[src/rtl/pio_mem_ultra_ro_pkg.sv]
// ---------------------------------------------------------------------------
// pio_mem_ultra_ro_pkg
//   Shared types and helpers for the application-written / PIO-read memory.
//   - PIO_NBITS    : width of the PIO address/data bus.
//   - wsrc_e       : which requester owns the RAM write port this cycle.
//   - wsrc_select  : write-port priority (app > parked PIO > direct PIO).
// ---------------------------------------------------------------------------
package pio_mem_ultra_ro_pkg;

  // PIO bus width (address and data).
  localparam int PIO_NBITS = 32;

  typedef enum logic [1:0] {
    WSRC_IDLE   = 2'd0,
    WSRC_APP    = 2'd1,
    WSRC_PARKED = 2'd2,
    WSRC_DIRECT = 2'd3
  } wsrc_e;

  // The application datapath can never be stalled, so it always wins.
  // A parked PIO write goes next; a fresh PIO write only goes straight to
  // the RAM when nothing else wants the port.
  function automatic wsrc_e wsrc_select(input logic app_wr,
                                        input logic parked,
                                        input logic pio_wr);
    wsrc_e sel;
    sel = WSRC_IDLE;
    if (app_wr)      sel = WSRC_APP;
    else if (parked) sel = WSRC_PARKED;
    else if (pio_wr) sel = WSRC_DIRECT;
    return sel;
  endfunction

endpackage

[src/rtl/ram_1r1w_ultra.sv]
// ---------------------------------------------------------------------------
// ram_1r1w_ultra
//   Simple dual-port RAM, one read port and one write port, single clock.
//   Read data is registered (1-cycle latency) with read-first behaviour:
//   a write to the address being read in the same cycle returns old data.
//   Contents are not reset.
//   Ports:
//     clk    - clock
//     raddr  - read index (sampled every cycle)
//     rdata  - read data, valid the cycle after raddr
//     wr     - write enable
//     waddr  - write index
//     wdata  - write data
// ---------------------------------------------------------------------------
module ram_1r1w_ultra #(
  parameter int WIDTH       = 20,
  parameter int DEPTH_NBITS = 1
) (
  input  logic                   clk,
  input  logic [DEPTH_NBITS-1:0] raddr,
  output logic [WIDTH-1:0]       rdata,
  input  logic                   wr,
  input  logic [DEPTH_NBITS-1:0] waddr,
  input  logic [WIDTH-1:0]       wdata
);

  logic [WIDTH-1:0] mem_array [2**DEPTH_NBITS];
  logic [WIDTH-1:0] rdata_reg;

  // Both updates are non-blocking in one block, so a same-address
  // read/write pair sees the pre-write contents.
  always_ff @(posedge clk) begin
    if (wr) begin
      mem_array[waddr] <= wdata;
    end
    rdata_reg <= mem_array[raddr];
  end

  assign rdata = rdata_reg;

endmodule

[src/rtl/pio_mem_ultra_ro.sv]
// ---------------------------------------------------------------------------
// pio_mem_ultra_ro
//   Memory written every cycle by the application datapath and read back
//   over PIO. PIO may also write (init/clear); those writes share the single
//   RAM write port and yield to application writes by parking in a holding
//   register until the port is free.
//   Ports:
//     clk            - core clock
//     rstn           - asynchronous active-low reset
//     clk_div        - PIO clock enable; mem_ack only changes when high
//     reg_addr       - PIO byte address, entry = reg_addr[DEPTH_NBITS+1:2]
//     reg_din        - PIO write data, low WIDTH bits used
//     reg_rd/reg_wr  - PIO read / write strobes
//     reg_ms         - module select
//     app_mem_wr     - application write strobe
//     app_mem_waddr  - application write index
//     app_mem_wdata  - application write data
//     mem_ack        - PIO completion, one clk_div period long
//     mem_rdata      - PIO read data, zero-extended, held between reads
//     pio_wr_pend    - a PIO write is parked waiting for the write port
// ---------------------------------------------------------------------------
module pio_mem_ultra_ro
  import pio_mem_ultra_ro_pkg::*;
#(
  parameter int WIDTH       = 20,
  parameter int DEPTH_NBITS = 1
) (
  input  logic                   clk,
  input  logic                   rstn,
  input  logic                   clk_div,
  input  logic [PIO_NBITS-1:0]   reg_addr,
  input  logic [PIO_NBITS-1:0]   reg_din,
  input  logic                   reg_rd,
  input  logic                   reg_wr,
  input  logic                   reg_ms,
  input  logic                   app_mem_wr,
  input  logic [DEPTH_NBITS-1:0] app_mem_waddr,
  input  logic [WIDTH-1:0]       app_mem_wdata,
  output logic                   mem_ack,
  output logic [PIO_NBITS-1:0]   mem_rdata,
  output logic                   pio_wr_pend
);

  // Write beats read when both strobes are raised together.
  logic pio_wr;
  logic pio_rd;
  logic [DEPTH_NBITS-1:0] pio_idx;

  assign pio_wr  = reg_ms & reg_wr;
  assign pio_rd  = reg_ms & reg_rd & ~reg_wr;
  assign pio_idx = reg_addr[DEPTH_NBITS+1:2];

  // Address bits outside the entry field and data bits above WIDTH are
  // intentionally ignored.
  logic unused_ok;
  assign unused_ok = ^{reg_addr, reg_din};

  logic                   pend_reg;
  logic [DEPTH_NBITS-1:0] park_idx_reg;
  logic [WIDTH-1:0]       park_data_reg;
  logic                   rd_pend_reg;
  logic                   n_mem_ack_reg;
  logic                   mem_ack_reg;
  logic [PIO_NBITS-1:0]   mem_rdata_reg;

  // Write-port arbitration
  wsrc_e                  wsrc;
  logic                   ram_wr;
  logic [DEPTH_NBITS-1:0] ram_waddr;
  logic [WIDTH-1:0]       ram_wdata;
  logic                   wr_commit_pio;
  logic                   park_req;

  assign wsrc = wsrc_select(app_mem_wr, pend_reg, pio_wr);

  always_comb begin
    ram_wr    = 1'b0;
    ram_waddr = app_mem_waddr;
    ram_wdata = app_mem_wdata;
    case (wsrc)
      WSRC_APP: begin
        ram_wr = 1'b1;
      end
      WSRC_PARKED: begin
        ram_wr    = 1'b1;
        ram_waddr = park_idx_reg;
        ram_wdata = park_data_reg;
      end
      WSRC_DIRECT: begin
        ram_wr    = 1'b1;
        ram_waddr = pio_idx;
        ram_wdata = reg_din[WIDTH-1:0];
      end
      default: begin
        ram_wr = 1'b0;
      end
    endcase
  end

  assign wr_commit_pio = (wsrc == WSRC_PARKED) || (wsrc == WSRC_DIRECT);
  assign park_req      = pio_wr & app_mem_wr;

  // RAM: read port belongs to PIO outright
  logic [WIDTH-1:0]     ram_rdata;
  logic [PIO_NBITS-1:0] rdata_ext;

  ram_1r1w_ultra #(
    .WIDTH       (WIDTH),
    .DEPTH_NBITS (DEPTH_NBITS)
  ) u_ram (
    .clk   (clk),
    .raddr (pio_idx),
    .rdata (ram_rdata),
    .wr    (ram_wr),
    .waddr (ram_waddr),
    .wdata (ram_wdata)
  );

  always_comb begin
    rdata_ext              = '0;
    rdata_ext[WIDTH-1:0]   = ram_rdata;
  end

  // State: parked write, read pipeline, ack handshake
  always_ff @(posedge clk or negedge rstn) begin
    if (!rstn) begin
      pend_reg      <= 1'b0;
      park_idx_reg  <= '0;
      park_data_reg <= '0;
      rd_pend_reg   <= 1'b0;
      n_mem_ack_reg <= 1'b0;
      mem_ack_reg   <= 1'b0;
      mem_rdata_reg <= '0;
    end else begin
      // Commit takes precedence: a parked write clears the cycle after
      // it reaches the RAM.
      if (wr_commit_pio) begin
        pend_reg <= 1'b0;
      end else if (park_req) begin
        pend_reg      <= 1'b1;
        park_idx_reg  <= pio_idx;
        park_data_reg <= reg_din[WIDTH-1:0];
      end

      rd_pend_reg <= pio_rd;
      if (rd_pend_reg) begin
        mem_rdata_reg <= rdata_ext;
      end

      // Set has priority over the clk_div clear, so a completion that
      // lands on a clk_div cycle is carried to the next one.
      if (wr_commit_pio || rd_pend_reg) begin
        n_mem_ack_reg <= 1'b1;
      end else if (clk_div) begin
        n_mem_ack_reg <= 1'b0;
      end

      if (clk_div) begin
        mem_ack_reg <= n_mem_ack_reg;
      end
    end
  end

  assign mem_ack     = mem_ack_reg;
  assign mem_rdata   = mem_rdata_reg;
  assign pio_wr_pend = pend_reg;

`ifndef SYNTHESIS
  // Protocol checks: one outstanding transaction, never rd+wr together.
  logic txn_busy_reg;

  always_ff @(posedge clk or negedge rstn) begin
    if (!rstn) begin
      txn_busy_reg <= 1'b0;
    end else if (pio_rd || pio_wr) begin
      txn_busy_reg <= 1'b1;
    end else if (mem_ack_reg) begin
      txn_busy_reg <= 1'b0;
    end
  end

  always_ff @(posedge clk) begin
    if (rstn) begin
      assert (!(reg_ms && reg_rd && reg_wr))
        else $error("pio_mem_ultra_ro: simultaneous PIO read and write");
      assert (!(txn_busy_reg && (pio_rd || pio_wr)))
        else $error("pio_mem_ultra_ro: new PIO request before ack");
    end
  end
`endif

endmodule

[config.mk]
export PLATFORM = sky130hd
export DESIGN_NAME = pio_mem_ultra_ro
export DESIGN_NICKNAME = d
export VERILOG_FILES = /design/src/rtl/pio_mem_ultra_ro_pkg.sv /design/src/rtl/ram_1r1w_ultra.sv /design/src/rtl/pio_mem_ultra_ro.sv
export SDC_FILE = /design/constraint.sdc
export NUM_CORES = 1
export LEC_CHECK = 0
export BUFFER_PORTS_ARGS = -buffer_cell sky130_fd_sc_hd__buf_2
export CAP_MARGIN = 25
export CELL_PAD_IN_SITES_DETAIL_PLACEMENT = 1
export CELL_PAD_IN_SITES_GLOBAL_PLACEMENT = 1
export CORE_UTILIZATION = 39
export CTS_BUF_LIST = sky130_fd_sc_hd__clkbuf_4 sky130_fd_sc_hd__clkbuf_8
export CTS_CLUSTER_SIZE = 14
export DETAILED_ROUTE_END_ITERATION = 8
export PLACE_DENSITY_LB_ADDON = 0.12
export SLEW_MARGIN = 20
export SYNTH_ARGS = -nofsm -noshare
export SYNTH_HDL_FRONTEND = slang
export SYNTH_SLANG_ARGS = --single-unit
[constraint.sdc]
create_clock -name clk -period 2.45 [get_ports clk]
set_input_delay 0 -clock clk [delete_from_list [all_inputs] [get_ports clk]]
set_output_delay 0 -clock clk [all_outputs]
set_load 0.01 [all_outputs]
Word level (Yosys, flattened, before mapping):

Memory sizes are Yosys's and may differ from the RTL's. A register that Yosys moved wholly into a read port is not among the register bits.
Cells that the tools add are included.

* word-level logic and storage cells: 35
* register bits after elaboration: 45
* memories: 1
* memory bits (writable): 40

* bitwise operators: 6
* equality and inequality tests: 3
* muxes and demuxes: 12
* reduce and logical (&&, ||, !) cells: 6

Memories
* u_ram.mem_array: words 2, width 20, rd ports 1, clocked after memory_dff 1, wr ports 1, line ram_1r1w_ultra.sv:27 `logic [WIDTH-1:0] mem_array [2**DEPTH_NBITS];`

Operator list (number)
* $pmux W20 S2: 1
* $mux W1: 7
* $mux W2: 3
* $and A1 B1 Y1: 4
* $eq A2 B2 Y1 const B: 2
* $reduce_bool A2 Y1: 2
* $reduce_or A3 Y1: 1
* $eq A2 B1 Y1 const B: 1
* $logic_or A1 B1 Y1: 2
* $not A1 Y1: 2
* $pmux W1 S2: 1
* $reduce_and A2 Y1: 1

Logic depth before layout (Yosys ltp):

* depth after elaboration: 9
* depth in mapped cells: 5
* mapped depth without buffers: 3

By module:

A second synthesis with hierarchy kept.

* cell total of the unflattened synthesis: 247
* area total of the unflattened synthesis: 4245.3 sq um

By module, submodules not included
* pio_mem_ultra_ro: sequential area each 1126.1 sq um, cells each 163, area each 2308.5 sq um, instances 1
* ram_1r1w_ultra: sequential area each 1601.5 sq um, cells each 84, area each 1936.9 sq um, instances 1

Worst setup path after synthesis:

OpenSTA, ideal clock, no wires.

* path type: register -> register
* start: register pend_reg, in the netlist pio_wr_pend
* end: memory u_ram.mem_array[1][0], enable pin
* clock period less this slack: 2.646 ns
* slack: -0.196 ns
* cell stages (with the launch flop): 4
* arrival time: 2.221 ns
* required time: 2.025 ns
* cell sequence: dfrtp_1 -> and4b_1 -> a21oi_1 -> o21ai_0

* longest elaborated chain between the ends: 7
* elaborated cells on any way between the ends: 10
* those cells by class: eq/ne: 3; mux: 6; reduce/logical: 1

Ends and longest elaborated chain
* from (decl): line pio_mem_ultra_ro.sv:58 `logic pend_reg;`
* from (signal assigned): line pio_mem_ultra_ro.sv:127 `pend_reg <= 1'b0;`
* from (signal assigned): line pio_mem_ultra_ro.sv:138 `pend_reg <= 1'b0;`
* from (signal assigned): line pio_mem_ultra_ro.sv:140 `pend_reg <= 1'b1;`
* $mux W2 (*): line pio_mem_ultra_ro_pkg.sv:29 `else if (parked) sel = WSRC_PARKED;`
* $mux W2 (*): line pio_mem_ultra_ro_pkg.sv:28 `if (app_wr) sel = WSRC_APP;`
* $eq A2 B2 Y1 / $eq A2 B1 Y1 (equally long branches): line pio_mem_ultra_ro.sv:80 `case (wsrc)`
* $reduce_or A3 Y1 (no line)
* $mux W1: line pio_mem_ultra_ro.sv:80
* $mux W1: line ram_1r1w_ultra.sv:33 `if (wr) begin`
* $mux W1 (not written as such): line ram_1r1w_ultra.sv:34 `mem_array[waddr] <= wdata;`
* to (decl): line ram_1r1w_ultra.sv:27

Every way passes the cells marked *; elsewhere a longest branch is shown, timed or not.

Final worst setup path:

* start: register pend_reg, in the netlist pio_wr_pend
* end: memory u_ram.mem_array[1][2], data pin

* longest elaborated chain between the ends: 4
* elaborated cells on any way between the ends: 5
* those cells by class: eq/ne: 2; mux: 3

Ends and longest elaborated chain
* $mux W2 (*): line pio_mem_ultra_ro_pkg.sv:29
* $mux W2 (*): line pio_mem_ultra_ro_pkg.sv:28
* $eq A2 B2 Y1: line pio_mem_ultra_ro.sv:80
* $pmux W20 S2 (*): line pio_mem_ultra_ro.sv:80
* via ram_wdata[2]: line pio_mem_ultra_ro.sv:70 `logic [WIDTH-1:0] ram_wdata;`

Mark *: on every way through the listed nets, which the timed path passes. The rest lies on a longest branch.

==> Flow_metrics.wiki <==
{| class="wikitable"
! Metric !! Value
|-
| Clock slew seen by the registers of the worst setup and hold paths || around 0.090 ns
|-
| H-tree depth || 3
|-
| Nets@finish || approximately 440
|-
| Average cell area after synthesis || ~17 um2
|-
| Count of instances resized after the clock tree is built || 0
|-
| Layout cell share with drive strength beyond 1 || roughly half
|-
| Fmax achieved || 532 MHz
|-
| Maximum number of pins on one net before global-route repair || 25
|-
| Reg-to-Reg End || u_ram.mem_array[1][2]
|-
| Met2 Use GR || 25.7%
|-
| Vias in the first global route || between 2k and 3k
|-
| Clock tree from TritonCTS || done
|-
| Share of Yosys cell area claimed by the top area cell type || 28.9%
|-
| Sum of overflow across all layers after global routing || 0
|-
| DRT Pass-1 Iters || 4
|-
| Clock tree root buffer cell || clkbuf_8
|-
| Final wirelength || between 8000 and 9000 um
|-
| Global-route met3 utilization || between 3 and 4%
|-
| Post-route clock period utilization || 76.7%
|-
| Flip-flop count of the largest register, all copies and words added || 40
|-
| Power per unit of standard cell area || around 770 mW/mm2
|-
| Total placed instance area || about 0.0046 mm2
|-
| Maximum clock insertion buffer count || 2
|-
| Area of combinational cells with multiple inputs || 0.00129 mm2
|-
| Total power draw || about 4 mW
|-
| Maxcap violations || 0
|-
| Chip height || around 110 um
|-
| Average routed wire per standard cell || 16.5 um
|-
| Routed vias || approximately 2.4k
|-
| Number of DRC violations after detailed-routing iteration 0 || 84
|-
| Starting utilization of the core area || 40.3%
|-
| Total non-filler cell area in the finished layout || about 0.0051 mm2
|-
| I/O pin count || 126
|-
| Biggest fanout along the worst timing path || 11
|-
| Max-slew headroom at the worst pin || 32.7%
|-
| Number of different library cells in the post-synthesis netlist || 24
|-
| Switching power of the nets || roughly 0.96 mW
|-
| Worst slack at placement || 0.581 ns
|-
| Capture endpoint of the worst hold path || pio_wr_pend
|-
| Proportion of power drawn by the clock network || 28.3%
|-
| Die Footprint || between 0.01 and 0.015 mm2
|-
| Peak supply drop || 0.000351 V
|-
| Ratio of routed vias to standard cells || between 4 and 5
|-
| Register with the most flip-flops || u_ram.mem_array
|-
| Post-route DRC || 0
|-
| Synth-to-layout area growth || 22.3%
|-
| Proportion of synthesized chip area in sequential cells || 65.6%
|-
| Setup TNS || 0 ns
|-
| Cell accounting for the most synthesized area || edfxtp_1
|-
| Leakage || between 2 and 2.5 nW
|-
| Count of standard-cell rows || 37
|-
| Diode count || 0
|-
| Logic gate share of total power || 15.7%
|-
| Placed wire-length estimate || ~5200 um
|-
| Register-to-Register Path Depth || 4
|-
| Sequential cell area in the final layout || about 0.0027 mm2
|-
| Kind of capture point of the worst setup path || register
|-
| Hold Path Origin || reg_wr
|-
| Global-route wire length before repair || 13500 um
|-
| Reg2Reg Setup Slack || roughly 0.57 ns
|-
| Critical path launch point type || register
|-
| Synth top area cells || edfxtp_1 29%, dfrtp_1 27%, mux2_2 11%
|-
| Worst Slack Setup Final || about 0.57 ns
|-
| Routability congestion estimate || about 0.7
|-
| Later-pin clock latency in the skew report || between 0.3 and 0.4 ns
|-
| Count of input and output buffers || 70
|-
| Most congested layer reported by global routing || met2
|-
| CP Data Required Time || between 2 and 3 ns
|-
| Number of endpoints failing setup at the final stage || 0
|-
| Number of buffers inserted during clock tree synthesis || 9
|-
| Path type of the worst min-delay path || input pin to register
|-
| Number of antenna violations at the first check in global routing || 0
|-
| FF+latch count, synth || around 110
|-
| Arrival time worst endpoint || about 2.0 ns
|-
| GRT Util Overall || around 16%
|-
| YS warnings || 0
|-
| Netlist area before placement || 0.00416 mm2
|-
| Hold Fails Final Rpt || 0
|-
| Setup clock skew after layout || approximately 0.013 ns
|-
| Worst-case hold slack || between 0.02 and 0.025 ns
|-
| Min Clock Period, post-route || 1.88 ns
|-
| Total of fill cells in the finished design || approximately 1.0k
|-
| Final design utilization || 49.3%
|-
| Cell Count Post-Placement || about 450
|-
| Post-Synthesis Cells || ~250
|-
| Number of nets with antenna violations after routing || 0
|-
| CP Class || register to register
|-
| CTS sink cnt || roughly 110
|-
| Switching share of power || between 20% and 30%
|-
| Launch instance of the worst register-to-register path || pio_wr_pend
|-
| Number of cells on the worst hold path || 3
|-
| Register share of total power || a little under three fifths
|-
| Slew Limit Fails || 0
|-
| Status || finished clean
|-
| Horizontal die dimension || about 110 um
|-
| Internal portion of total power || 2.96 mW
|-
| Met1 capacity usage during global routing || between 20% and 30%
|-
| RSZ-0062 raised after global routing || false
|-
| Non-Filler Instances || slightly below 500
|-
| Slew at the pin with the worst max-slew slack || 1.01 ns
|-
| Placeable core region || slightly above 0.01 mm2
|}
## how the worst max path moves through the flow
stage                     slack [ns]               endpoint         from  cells past startpoint
after floorplan                 0.34  u_ram.mem_array[1][0]  pio_wr_pend                      3
after global placement          0.56  u_ram.mem_array[0][9]  pio_wr_pend                      3
after detailed placement        0.58  u_ram.mem_array[0][9]  pio_wr_pend                      4
after CTS                       0.56  u_ram.mem_array[1][2]  pio_wr_pend                      4
after global routing            0.49  u_ram.mem_array[0][2]  pio_wr_pend                      4
final                           0.57  u_ram.mem_array[1][2]  pio_wr_pend                      4
## cell families after synthesis
kind of cell | share of synthesized area (%)
multiplexers | 18.6
buffers and inverters | 4.57
other | 0.0902
AND/OR/NAND/NOR | 4.75
AO/OA/AOI/OAI | 6.41
flip-flops | 65.6
## worst max-delay path: stages, from the launching register on
cell	delay [ns]
dfrtp_1	0.48
and4bb_1	0.62
buf_4	0.30
nand2b_1	0.07
o221a_2	0.16
## power by group through the flow
stage / Clock (mW) / Combinational (mW) / Sequential [mW]
after global routing: 1.21 / 0.671 / 2.23
after CTS: 1.15 / 0.623 / 2.20
after floorplan: 0 / 0.347 / 2.25
final: 1.11 / 0.614 / 2.20
after global placement: 0 / 0.570 / 2.23
after detailed placement: 0 / 0.586 / 2.24
## routing by layer
layer | vias to the layer above | share of wire, %
met3 | 9 | 4.0
met2 | 64 | 48
met5 | - | 0
met1 | 1190 | 47
met4 | 0 | 1.4
li1 | 1102 | -
## synth_stat cells, drive strengths merged
cell type and count:
a211o 1, a21oi 3, a311oi 1, and4b 1, and4bb 1, buf 25
conb 1, dfrtp 45, dfxtp 20, edfxtp 40, inv 1, mux2 62
nand2 2, nand2b 21, nand3 1, nor2 3, nor2b 2, o21ai 1
o221a 20
## layout make-up
type / count / share of cell area (%)
clock buffer: 10 / 2.71
clock inverter: 6 / 1.48
inverter: 1 / 0.0738
multi-input combinational: 131 / 25.4
sequential: 105 / 53.6
tap: 136 / 3.35
timing repair buffer: 104 / 13.4
## layout by cell type (no fill, tap or decap), types with 2 or more instances in the layout
master,count
dfxtp_1,20
nand2b_1,21
nand2_1,2
edfxtp_1,40
dlygate4sd3_1,29
buf_4,4
clkbuf_8,10
clkinv_4,2
mux2_4,20
nor2b_1,2
o221a_2,20
buf_2,70
dfrtp_1,45
a21oi_2,2
nor2_1,2
conb_1,12
mux2_2,42
## repair_timing
item                      CTS  global route
buffers inserted            0             0
hold buffers               29             0
hold endpoints to repair   50             0
Note: power is estimated with default switching activity, not from simulation.
